$ cat config.mk
export PLATFORM = sky130hd
export DESIGN_NAME = tetris_btn
export DESIGN_NICKNAME = d
export VERILOG_FILES = /design/src/rtl/tetris_btn.sv
export SDC_FILE = /design/constraint.sdc
export NUM_CORES = 1
export LEC_CHECK = 0
export BUFFER_PORTS_ARGS = -buffer_cell sky130_fd_sc_hd__buf_2
export CAP_MARGIN = 10
export CORE_MARGIN = 8
export CORE_UTILIZATION = 57
export CTS_CLUSTER_SIZE = 16
export DETAILED_ROUTE_END_ITERATION = 10
export GPL_TIMING_DRIVEN = 0
export PLACE_DENSITY = 0.72
export RECOVER_POWER = 25
export SLEW_MARGIN = 20
export SYNTH_ARGS = -nofsm -noshare
export SYNTH_HDL_FRONTEND = slang
export SYNTH_SLANG_ARGS = --single-unit
$ cat constraint.sdc
create_clock -name clk -period 1.92 [get_ports clk]
set_input_delay 0.192 -clock clk [delete_from_list [all_inputs] [get_ports clk]]
set_output_delay 0.192 -clock clk [all_outputs]
set_load 0.01 [all_outputs]
$ cat src/rtl/tetris_btn.sv
// tetris_btn -- button front end for a falling-block game.
//
// Four raw push-buttons are synchronized, debounced and turned into
// single-cycle command pulses. Left, right and down auto-repeat while held
// (first pulse on press, next after RPT_DELAY cycles, then every RPT_PERIOD
// cycles). Rotate fires once per press. Holding left and right together
// mutes both move outputs while their repeat schedules keep running.
//
// Ports
//   clk                     clock, all logic on rising edge
//   rst_n                   synchronous active-low reset
//   btnL/btnR/btnD/btnS     raw asynchronous buttons, active-high
//   moveL/moveR/moveD       registered single-cycle move pulses
//   rot                     registered single-cycle rotate pulse
//   held[3:0]               debounced levels {S,D,R,L}
module tetris_btn #(
  parameter int DB_CYCLES  = 1000000,
  parameter int RPT_DELAY  = 30000000,
  parameter int RPT_PERIOD = 10000000
) (
  input  logic       clk,
  input  logic       rst_n,
  input  logic       btnL,
  input  logic       btnR,
  input  logic       btnD,
  input  logic       btnS,
  output logic       moveL,
  output logic       moveR,
  output logic       moveD,
  output logic       rot,
  output logic [3:0] held
);

  localparam int DBW     = $clog2(DB_CYCLES + 1);
  localparam int RPT_MAX = (RPT_DELAY > RPT_PERIOD) ? RPT_DELAY : RPT_PERIOD;
  localparam int RCW     = $clog2(RPT_MAX + 1);

  localparam logic [DBW-1:0] DB_LAST  = DBW'(DB_CYCLES - 1);
  localparam logic [RCW-1:0] DLY_LAST = RCW'(RPT_DELAY - 1);
  localparam logic [RCW-1:0] PER_LAST = RCW'(RPT_PERIOD - 1);

  typedef enum logic [1:0] {
    ST_IDLE   = 2'd0,
    ST_DELAY  = 2'd1,
    ST_REPEAT = 2'd2
  } state_t;

  logic [3:0] raw;
  logic [3:0] sync1_q;
  logic [3:0] sync2_q;
  logic [3:0] db_lvl;
  logic [2:0] fire;
  logic       conflict;
  logic       rot_prev_q;
  logic       rot_d;
  logic [3:0] out_q;
  logic [3:0] out_d;

  assign raw = {btnS, btnD, btnR, btnL};

  // Two-flop synchronizer, cleared in reset regardless of raw levels.
  always_ff @(posedge clk) begin
    if (!rst_n) begin
      sync1_q <= '0;
      sync2_q <= '0;
    end else begin
      sync1_q <= raw;
      sync2_q <= sync1_q;
    end
  end

  // Per-button debouncer: the counter only runs while the synchronized
  // input disagrees with the accepted level, so it can never wrap.
  for (genvar gi = 0; gi < 4; gi++) begin : gen_db
    logic [DBW-1:0] cnt_q;
    logic [DBW-1:0] cnt_d;
    logic           lvl_q;
    logic           lvl_d;

    always_comb begin
      cnt_d = cnt_q;
      lvl_d = lvl_q;
      if (sync2_q[gi] == lvl_q) begin
        cnt_d = '0;
      end else if (cnt_q == DB_LAST) begin
        cnt_d = '0;
        lvl_d = ~lvl_q;
      end else begin
        cnt_d = cnt_q + 1'b1;
      end
    end

    always_ff @(posedge clk) begin
      if (!rst_n) begin
        cnt_q <= '0;
        lvl_q <= 1'b0;
      end else begin
        cnt_q <= cnt_d;
        lvl_q <= lvl_d;
      end
    end

    assign db_lvl[gi] = lvl_q;
  end

  // Auto-repeat FSMs for L, R, D. IDLE with the level high means the level
  // has just risen (any low level forces IDLE), so entering DELAY from IDLE
  // is the press edge.
  for (genvar gi = 0; gi < 3; gi++) begin : gen_rpt
    state_t         state_q;
    state_t         state_d;
    logic [RCW-1:0] rcnt_q;
    logic [RCW-1:0] rcnt_d;
    logic           fire_d;

    always_comb begin
      state_d = state_q;
      rcnt_d  = rcnt_q;
      fire_d  = 1'b0;
      if (!db_lvl[gi]) begin
        state_d = ST_IDLE;
        rcnt_d  = '0;
      end else begin
        case (state_q)
          ST_IDLE: begin
            state_d = ST_DELAY;
            rcnt_d  = '0;
            fire_d  = 1'b1;
          end
          ST_DELAY: begin
            if (rcnt_q == DLY_LAST) begin
              state_d = ST_REPEAT;
              rcnt_d  = '0;
              fire_d  = 1'b1;
            end else begin
              rcnt_d = rcnt_q + 1'b1;
            end
          end
          ST_REPEAT: begin
            if (rcnt_q == PER_LAST) begin
              rcnt_d = '0;
              fire_d = 1'b1;
            end else begin
              rcnt_d = rcnt_q + 1'b1;
            end
          end
          default: begin
            state_d = ST_IDLE;
            rcnt_d  = '0;
          end
        endcase
      end
    end

    always_ff @(posedge clk) begin
      if (!rst_n) begin
        state_q <= ST_IDLE;
        rcnt_q  <= '0;
      end else begin
        state_q <= state_d;
        rcnt_q  <= rcnt_d;
      end
    end

    assign fire[gi] = fire_d;
  end

  // Rotate: one pulse per debounced rising edge.
  assign rot_d = db_lvl[3] & ~rot_prev_q;

  always_ff @(posedge clk) begin
    if (!rst_n) begin
      rot_prev_q <= 1'b0;
    end else begin
      rot_prev_q <= db_lvl[3];
    end
  end

  // Opposing horizontal moves cancel; the FSMs keep their schedule so the
  // survivor resumes on its next slot without a catch-up pulse.
  assign conflict = db_lvl[0] & db_lvl[1];
  assign out_d    = {rot_d, fire[2], fire[1] & ~conflict, fire[0] & ~conflict};

  always_ff @(posedge clk) begin
    if (!rst_n) begin
      out_q <= '0;
    end else begin
      out_q <= out_d;
    end
  end

  assign moveL = out_q[0];
  assign moveR = out_q[1];
  assign moveD = out_q[2];
  assign rot   = out_q[3];
  assign held  = db_lvl;

endmodule
==> results.py, run 1 <==
metrics = {
    "run_status": {
        "run_status": "finished, violations left",
        "violations": "setup timing",
    },
    "clock_network": {
        "htree_levels": 4,
        "clk_pin_slew_worst_paths_ns": 0.07,
        "cts_sinks": 178,
        "cts_root_buf": "clkbuf_16",
        "cts-buffers-inserted": 17,
        "clock_path_buffers": 2,
        "cts_tree": "yes",
        "clock_latency_ns": 0.44,
    },
    "run": {
        "max_cap_violations": 0,
    },
    "worst_hold_path": {
        "hold_path_depth": 1,
        "worstHoldPathType": "reg -> reg",
    },
    "logic_synthesis": {
        "netlist.area_leader.share_pct": 41.7,
        "syn_nets": 999,
        "synth_area_leader_cell": "dfxtp_1",
        "synth-edff-count": 0,
        "ys_dominant_reg_cell": "dfxtp_1",
        "synth_warnings": 0,
        "synth_area_sq_um": 8550,
        "synthTopCellsByArea": "dfxtp_1, xor2_1, a21oi_1",
        "async_reset_ff_share_pct": 0,
        "postSynthCellCount": 972,
        "yosysUniqueCellTypes": 58,
        "ys_ff_latch": 178,
        "synth_seq_area_share_pct": 41.7,
        "synth.avg_cell_area_sq_um": 8.80,
    },
    "floorplan": {
        "initial_core_util_pct": 58.6,
        "die_h_microns": 138,
        "die_w_microns": 138,
        "fp-row-count": 44,
        "core_area_sq_um": 14600,
        "dieArea_sq_um": 19200,
        "io_pins": 14,
    },
    "setup_path": {
        "endpoint_kind": "register",
        "required_ns": 2.24,
        "start_kind": "register",
        "crit_type": "reg -> reg",
        "cp_slowest_cell": "or4_4",
        "cp_cell_sequence": "or4b_4 -> or4_4 -> o211ai_4 -> buf_6 -> a21oi_2",
        "cp.depth": 5,
        "critPathTopFamily": "simple AND/OR/NAND/NOR gates",
        "cp.arrival_ns": 2.33,
        "crit_buf_inv": 1,
        "slowest_delay_ns": 0.56,
        "cp_max_fo": 5,
        "reg2reg_depth": 5,
    },
    "pwr": {
        "ir_drop_v": 0.000651,
        "p_leak_nw": 3.30,
        "power.density_nw_per_um2": 687,
        "p_total_mw": 7.18,
    },
    "layout": {
        "layout-drive-gt1-share_pct": 21.4,
        "syn_to_final_growth_pct": 22.1,
        "antenna_cells": 0,
        "num-nets-final": 1079,
    },
    "sta": {
        "tightest_slew_ns": 0.704,
        "slew_headroom_pct": 53.0,
        "clock_skew_ns": 0.00934,
        "final-max-slew-violation-count": 0,
        "period_share_pct": 105,
        "layout_setup_ws_ns": -0.0904,
        "hold_viol_final": 0,
        "finalSetupViolations": 29,
        "min_period_ns": 2.01,
        "fmax_ghz": 0.497,
        "rsz0062_at_grt": "yes",
    },
    "grt": {
        "grt_pass1_vias": 7001,
        "grt_max_degree": 18,
        "gr-total-overflow": 0,
        "grtUsageTotal_pct": 19.2,
        "antenna_found_initial": 0,
        "grt_first_pass_wirelength_mm": 31.9,
    },
    "drt": {
        "wire_per_inst_microns": 15.3,
        "drt-pass1-iter-count": 5,
        "drc_errors": 0,
        "initialDrtViolationCount": 443,
        "via_per_inst": 5.99,
        "antenna_left": 0,
        "dr_total_vias": 7480,
        "wirelength_mm": 19.1,
    },
    "placement": {
        "io_buffers": 13,
        "pre_cts_ws_ns": -0.360,
        "gp_congestion": 0.800,
        "hpwl_mm": 11.5,
    },
}
## timing repair
action / 4_1_cts / 5_1_grt
pin swaps: 27 / 35
hold buffers: 4 / 0
gates resized for setup: 75 / 95
setup buffers: 31 / 19
gates cloned: 4 / 2
hold endpoints to repair: 4 / 0
endpoints found under the setup margin: 129 / 146
## sequential cells by signal, indices dropped and copies added, names as in the netlist
| register | cells |
|---|---|
| rot_prev_q | 1 |
| gen_db.lvl_q | 4 |
| gen_rpt.state_q | 6 |
| sync1_q | 4 |
| sync2_q | 4 |
| gen_db.cnt_q | 80 |
| out_q | 4 |
| gen_rpt.rcnt_q | 75 |
## path summary, 6_finish.rpt
kind,startpoint,endpoint,slack [ns]
worst max-delay path,gen_db[1].cnt_q[11],gen_db[1].cnt_q[16],-0.09
worst min-delay path,rot_prev_q,out_q[3],0.39
worst max register to register,gen_db[1].cnt_q[11],gen_db[1].cnt_q[16],-0.09
worst min register to register,rot_prev_q,out_q[3],0.39
## per-stage QoR
| step | util (%) | std cells | instance area [sq um] | TNS (ns) | hold WS [ns] |
|---|---|---|---|---|---|
| final | 71.6 | 1249 | 10400 | -1.66 | 0.391 |
| after global routing | 71.6 | 1249 | 10400 | -7.68 | 0.405 |
| after detailed placement | 61.3 | 1169 | 8940 | -25.19 | 0.383 |
| after global placement | 61.3 | 1169 | 8940 | -25.35 | 0.372 |
| after floorplan | - | 972 | 8640 | -0.0119 | 0.319 |
| after CTS | 68.8 | 1236 | 10000 | -1.79 | 0.393 |
## layer usage
metal  GRT usage (%)  up-vias  part of all wire, %
met2            31.7      137                   49
met1            23.9     3563                   46
met3            4.38       24                  3.1
met4            6.92        0                  1.4
met5               0        -                    0
li1                -     3756                    -
## cell usage after synthesis (4+ instances only)
cell type and instances:
clkbuf_1 28, ha_1 21, buf_4 8, buf_2 11, and2_1 23, o31ai_1 21
nor3_1 8, and4_1 14, xnor2_1 29, nand2_1 56, and3_1 18, nor4_1 12
or4_1 27, nor4b_1 10, o2111ai_1 4, nor2_1 55, nand3_1 56, a22oi_1 31
a21oi_1 75, nand4_1 50, nor2b_1 4, dfxtp_1 178, nor4bb_1 4, or3_1 45
o21ai_0 45, xor2_1 55, inv_1 33
## final cells by class
class,count,area [sq um]
inverter,33,124
timing repair buffer,71,551
sequential,178,3640
fill,1142,4140
buffer,37,290
multi-input combinational,714,5030
tap,184,230
clock buffer,19,443
clock inverter,13,138
## cell usage in the layout (no fill, tap or decap), types with 16 or more instances in the layout
master     count
dfxtp_1      143
a21oi_1       69
nand2_1       56
xor2_1        55
nand3_1       53
buf_4         52
nand4_1       50
nor2_1        46
or3_1         44
o21ai_0       43
inv_1         33
xnor2_1       29
a22oi_1       24
dfxtp_2       22
o31ai_1       20
and3_1        18
ha_1          18
clkbuf_16     18
and2_1        17
buf_6         16
or4_1         16
## logic make-up after synthesis
group | Yosys count | synth area share, %
AND/OR/NAND/NOR | 408 | 27.8
AO/OA/AOI/OAI | 196 | 14.3
flip-flops | 178 | 41.7
XOR/XNOR | 84 | 8.60
buffers and inverters | 82 | 4.20
adder cells (fa/ha/maj) | 21 | 3.07
multiplexers | 3 | 0.351
## power breakdown
| part | switching (mW) | leakage [nW] | internal (mW) |
|---|---|---|---|
| Combinational | 0.0347 | 1.56 | 0.0256 |
| Sequential | 0.00535 | 1.46 | 3.68 |
| Clock | 1.56 | 0.280 | 1.87 |
No activity file was read; power rests on OpenSTA's default activity.
==> run 2, diff against run 1 <==
--- a/config.mk
+++ b/config.mk
@@ -13,7 +13,7 @@
 export DETAILED_ROUTE_END_ITERATION = 10
 export GPL_TIMING_DRIVEN = 0
 export PLACE_DENSITY = 0.72
-export RECOVER_POWER = 25
+export RECOVER_POWER = 50
 export SLEW_MARGIN = 20
 export SYNTH_ARGS = -nofsm -noshare
 export SYNTH_HDL_FRONTEND = slang
==> results.py, run 2 (same netlist as run 1, synthesis figures left out) <==
metrics = {
    "run_status": {
        "run_status": "finished, violations left",
        "violations": "setup timing",
    },
    "floorplan": {
        "core_area_sq_um": 14600,
        "die_w_microns": 138,
        "die_h_microns": 138,
        "io_pins": 14,
        "initial_core_util_pct": 58.6,
        "dieArea_sq_um": 19200,
        "fp-row-count": 44,
    },
    "pwr": {
        "switching_share_pct": 22.3,
        "p_leak_nw": 3.30,
        "p_int_mw": 5.57,
        "power.density_nw_per_um2": 687,
        "p_comb_share_pct": 0.8,
        "netSwitchingPower_mw": 1.60,
        "clock_power_share_pct": 47.8,
        "ir_drop_v": 0.000652,
        "seqPwrFrac_pct": 51.4,
    },
    "grt": {
        "gr-total-overflow": 0,
        "antenna_found_initial": 0,
        "grt_max_degree": 18,
        "grt_first_pass_wirelength_mm": 31.9,
        "grt_pass1_vias": 7001,
        "grtUsageTotal_pct": 19.2,
    },
    "placement": {
        "io_buffers": 13,
        "gp_congestion": 0.800,
        "pre_cts_ws_ns": -0.360,
        "place_inst": 1169,
        "hpwl_mm": 11.5,
    },
    "drt": {
        "wirelength_mm": 19.1,
        "dr_total_vias": 7485,
        "antenna_left": 0,
        "wire_per_inst_microns": 15.3,
        "via_per_inst": 5.99,
        "drt-pass1-iter-count": 5,
        "drc_errors": 0,
        "initialDrtViolationCount": 431,
    },
    "sta": {
        "timing.hold.ws_ns": 0.391,
        "period_share_pct": 104,
        "tightest_slew_ns": 0.704,
        "final-max-slew-violation-count": 0,
        "rsz0062_at_grt": "yes",
        "layout_setup_ws_ns": -0.0859,
        "finalSetupViolations": 28,
        "slew_headroom_pct": 53.1,
        "min_period_ns": 2.01,
        "fmax_ghz": 0.499,
        "clock_skew_ns": 0.00933,
        "hold_viol_final": 0,
    },
    "clock_network": {
        "cts_sinks": 178,
        "cts_tree": "yes",
        "cts_root_buf": "clkbuf_16",
        "clk_pin_slew_worst_paths_ns": 0.07,
        "htree_levels": 4,
        "clock_latency_ns": 0.44,
        "cts-buffers-inserted": 17,
        "clock_path_buffers": 2,
    },
    "setup_path": {
        "crit_type": "reg -> reg",
        "cp_cell_sequence": "or4b_4 -> or4_4 -> buf_4 -> o21a_1 -> o21a_1",
        "required_ns": 2.26,
        "cp_common_cell": "o21a_1",
        "crit_buf_inv": 1,
        "endpoint_kind": "register",
        "cp_max_fo": 2,
        "slowest_delay_ns": 0.56,
        "start_kind": "register",
        "cp.arrival_ns": 2.34,
        "critPathTopFamily": "simple AND/OR/NAND/NOR gates",
        "cp_slowest_cell": "or4_4",
    },
    "worst_hold_path": {
        "worstHoldPathType": "reg -> reg",
    },
    "layout": {
        "layout_commonest_cell": "dfxtp_1",
        "largest_reg_flops": 80,
        "largest_registers": "gen_db.cnt_q: 80 flops, gen_rpt.rcnt_q: 75 flops, gen_rpt.state_q: 6 flops",
        "stdcell_count": 1249,
        "final_cell_mix": "dfxtp_1, a21oi_1, nand2_1",
        "regMostFlops": "gen_db.cnt_q",
        "n_fill_cell": 1145,
        "antenna_cells": 0,
        "num-nets-final": 1079,
        "layout-drive-gt1-share_pct": 21.3,
        "syn_to_final_growth_pct": 22.0,
    },
    "run": {
        "max_cap_violations": 0,
    },
}
==> run 2: cell types whose count changed in the layout (fill, tap and decap cells not counted), sizes merged <==
cell	change
buf	-5
clkbuf	+5
==> run 2: per-stage QoR <==
step / util, % / power (mW) / setup TNS (ns) / area [sq um]
floorplan: - / 3.82 / -0.0119 / 8640
detailed placement: 61.3 / 3.84 / -25.19 / 8940
global placement: 61.3 / 3.83 / -25.35 / 8940
CTS: 68.8 / 7.25 / -1.79 / 10000
finish: 71.5 / 7.17 / -1.51 / 10400
global route: 71.5 / 7.41 / -7.75 / 10400
==> run 2: power groups by stage <==
| stage | clock network, mW | registers (mW) | logic [mW] |
|---|---|---|---|
| 6_report | 3.42 | 3.69 | 0.0601 |
| 5_1_grt | 3.66 | 3.69 | 0.0663 |
| 4_1_cts | 3.50 | 3.69 | 0.0574 |
| 3_5_place_dp | 0 | 3.79 | 0.0454 |
| 3_3_place_gp | 0 | 3.79 | 0.0440 |
| 2_1_floorplan | 0 | 3.79 | 0.0294 |
==> run 2: timing repair <==
item	in CTS	in global routing
cloned	4	2
resized for setup	75	95
hold endpoints to repair	4	0
pin swaps	27	35
buffers inserted	31	19
hold buffers	4	0
endpoints found under the setup margin	129	146
==> run 2: worst paths after layout <==
kind	slack [ns]	cells after the start	endpoint	from
worst min register to register	0.39	1	out_q[3]	rot_prev_q
worst max-delay path	-0.09	5	gen_db[1].lvl_q	gen_db[1].cnt_q[11]
worst min-delay path	0.39	1	out_q[3]	rot_prev_q
worst max register to register	-0.09	5	gen_db[1].lvl_q	gen_db[1].cnt_q[11]
==> run 2: final cells by class <==
| cell class | instances | area, sq um | area share [%] |
|---|---|---|---|
| multi-input cells | 714 | 5030 | 48.2 |
| flip-flops and latches | 178 | 3640 | 34.9 |
| repair buffers | 71 | 543 | 5.20 |
| clock buffers | 19 | 443 | 4.24 |
| plain buffers | 37 | 290 | 2.78 |
| well taps | 184 | 230 | 2.21 |
| clock inverters | 13 | 138 | 1.32 |
| inverters | 33 | 124 | 1.19 |
==> run 2: worst register-to-register path, stage by stage (launching register included) <==
cell and delay, ns:
dfxtp_4 0.34, or4b_4 0.52, or4_4 0.56, buf_4 0.16
o21a_1 0.16, o21a_1 0.17
==> run 2: per-layer routing <==
metal | vias to the layer above | track usage, % | share of wire, %
met4 | 0 | 6.92 | 1.4
met1 | 3559 | 23.9 | 46
met3 | 24 | 4.38 | 3.2
met2 | 142 | 31.7 | 49
met5 | - | 0 | 0
li1 | 3760 | - | -
==> run 3, diff against run 2 <==
--- a/config.mk
+++ b/config.mk
@@ -11,6 +11,7 @@
 export CORE_UTILIZATION = 57
 export CTS_CLUSTER_SIZE = 16
 export DETAILED_ROUTE_END_ITERATION = 10
+export GPL_ROUTABILITY_DRIVEN = 0
 export GPL_TIMING_DRIVEN = 0
 export PLACE_DENSITY = 0.72
 export RECOVER_POWER = 50
==> constraint.sdc (replaced) <==
create_clock -name clk -period 1.92 [get_ports clk]
set_input_delay 0.384 -clock clk [delete_from_list [all_inputs] [get_ports clk]]
set_output_delay 0.384 -clock clk [all_outputs]
set_load 0.01 [all_outputs]
==> results.py, run 3 (same netlist as run 1, synthesis figures left out) <==
metrics = {
    "run_status": {
        "run_status": "finished, violations left",
        "violations": "setup timing",
    },
    "floorplan": {
        "io_pins": 14,
        "dieArea_sq_um": 19200,
        "fp-row-count": 44,
        "initial_core_util_pct": 58.6,
        "die_w_microns": 138,
        "die_h_microns": 138,
        "core_area_sq_um": 14600,
    },
    "layout": {
        "stdcell_count": 1245,
        "regMostFlops": "gen_db.cnt_q",
        "syn_to_final_growth_pct": 21.7,
        "largest_reg_flops": 80,
        "num-nets-final": 1075,
        "n_fill_cell": 1149,
        "final-seq-area_sq_um": 3640,
        "antenna_cells": 0,
        "layout_commonest_cell": "dfxtp_1",
        "post-route-cell-area_sq_um": 10400,
        "layout-drive-gt1-share_pct": 21.4,
        "largest_registers": "gen_db.cnt_q: 80 flops, gen_rpt.rcnt_q: 75 flops, gen_rpt.state_q: 6 flops",
        "final_cell_mix": "dfxtp_1, a21oi_1, nand2_1",
        "multi_input_area_sq_um": 5040,
    },
    "setup_path": {
        "endpoint_kind": "register",
        "cp-startpoint": "gen_db[1].cnt_q[11]",
        "cp_cell_sequence": "or4b_4 -> or4_4 -> o211ai_4 -> buf_6 -> a21oi_2",
        "start_kind": "register",
        "cp_slowest_cell": "or4_4",
        "cp.arrival_ns": 2.33,
        "crit_type": "reg -> reg",
        "required_ns": 2.24,
        "rr_startpoint": "gen_db[1].cnt_q[11]",
        "cp_max_fo": 5,
        "reg2reg_depth": 5,
        "slowest_delay_ns": 0.56,
    },
    "sta": {
        "hold_viol_final": 0,
        "tightest_slew_ns": 0.702,
        "layout_setup_ws_ns": -0.0902,
        "slew_headroom_pct": 53.2,
        "finalSetupViolations": 28,
        "period_share_pct": 105,
        "rsz0062_at_grt": "yes",
        "timing.hold.ws_ns": 0.159,
        "fmax_ghz": 0.497,
        "min_period_ns": 2.01,
        "clock_skew_ns": 0.00859,
        "final-max-slew-violation-count": 0,
    },
    "run": {
        "max_cap_violations": 0,
    },
    "drt": {
        "wirelength_mm": 19.1,
        "via_per_inst": 6.00,
        "initialDrtViolationCount": 455,
        "drc_errors": 0,
        "wire_per_inst_microns": 15.3,
        "drt-pass1-iter-count": 5,
        "dr_total_vias": 7468,
        "antenna_left": 0,
    },
    "clock_network": {
        "cts_tree": "yes",
        "cts_sinks": 178,
        "cts-buffers-inserted": 17,
        "clk_pin_slew_worst_paths_ns": 0.07,
        "clock_path_buffers": 2,
        "cts_hold_buffers": 0,
        "cts_root_buf": "clkbuf_16",
        "clock_latency_ns": 0.44,
        "htree_levels": 4,
    },
    "grt": {
        "grtUsageTotal_pct": 19.1,
        "grt_pass1_vias": 6966,
        "antenna_found_initial": 0,
        "grt_first_pass_wirelength_mm": 31.8,
        "gr-total-overflow": 0,
        "grt_max_degree": 18,
    },
    "placement": {
        "hpwl_mm": 11.5,
        "pre_cts_ws_ns": -0.377,
        "place_inst": 1169,
        "dpl_cell_area_sq_um": 8940,
        "io_buffers": 13,
    },
    "pwr": {
        "p_leak_nw": 3.28,
        "power.density_nw_per_um2": 689,
        "ir_drop_v": 0.000651,
    },
    "worst_hold_path": {
        "worstHoldPathType": "in -> reg",
        "holdCritStartpoint": "btnR",
        "hold_path_depth": 2,
    },
}
==> run 3: cell count changes in the layout (fill, tap and decap cells not counted), sizes merged <==
cell / delta
buf: +1
dlygate4sd3: -4
clkbuf: -1
==> run 3: cell type report <==
class                           instances  area share, %
Clock buffer                           19           4.25
Buffer                                 37           2.79
Tap cell                              184           2.21
Multi-Input combinational cell        714           48.4
Clock inverter                         13           1.32
Sequential cell                       178           35.0
Timing Repair Buffer                   67           4.86
Inverter                               33           1.19
==> run 3: power by group <==
part	total (mW)	switching (mW)	internal (mW)
Combinational	0.0538	0.0336	0.0202
Sequential	3.69	0.00536	3.68
Clock	3.43	1.56	1.87
Total	7.17	1.60	5.57
==> run 3: critical path, delay by kind of cell, from the launching register on <==
| family | cells | cell delay (ns) |
|---|---|---|
| simple gates | 2 | 1.08 |
| buf+inv | 1 | 0.18 |
| flops | 1 | 0.34 |
| compound gates | 2 | 0.30 |
==> run 3: timing repair <==
item,in CTS,in global routing
setup endpoints to repair,129,146
cloned,4,2
setup buffers,31,19
resized for setup,75,97
pin swaps,27,35
==> run 3: routing by layer <==
layer | GRT usage (%) | up-vias | share of wire (%)
li1 | - | 3748 | -
met1 | 23.9 | 3560 | 46
met2 | 31.6 | 132 | 49
met3 | 4.42 | 28 | 3.4
met4 | 6.92 | 0 | 1.5
met5 | 0 | - | 0
==> run 3: path summary, 6_finish.rpt <==
path                         endpoint  slack (ns)
setup reg to reg  gen_db[1].cnt_q[16]       -0.09
hold / removal             sync1_q[1]        0.16
setup / recovery  gen_db[1].cnt_q[16]       -0.09
hold reg to reg              out_q[3]        0.39
==> run 3: stage by stage <==
step / utilization [%] / power (mW) / setup TNS, ns
floorplan: - / 3.82 / -0.0119
global placement: 61.3 / 3.83 / -26.48
detailed placement: 61.3 / 3.84 / -26.85
CTS: 68.5 / 7.25 / -1.79
global route: 71.4 / 7.41 / -7.02
finish: 71.4 / 7.17 / -1.65
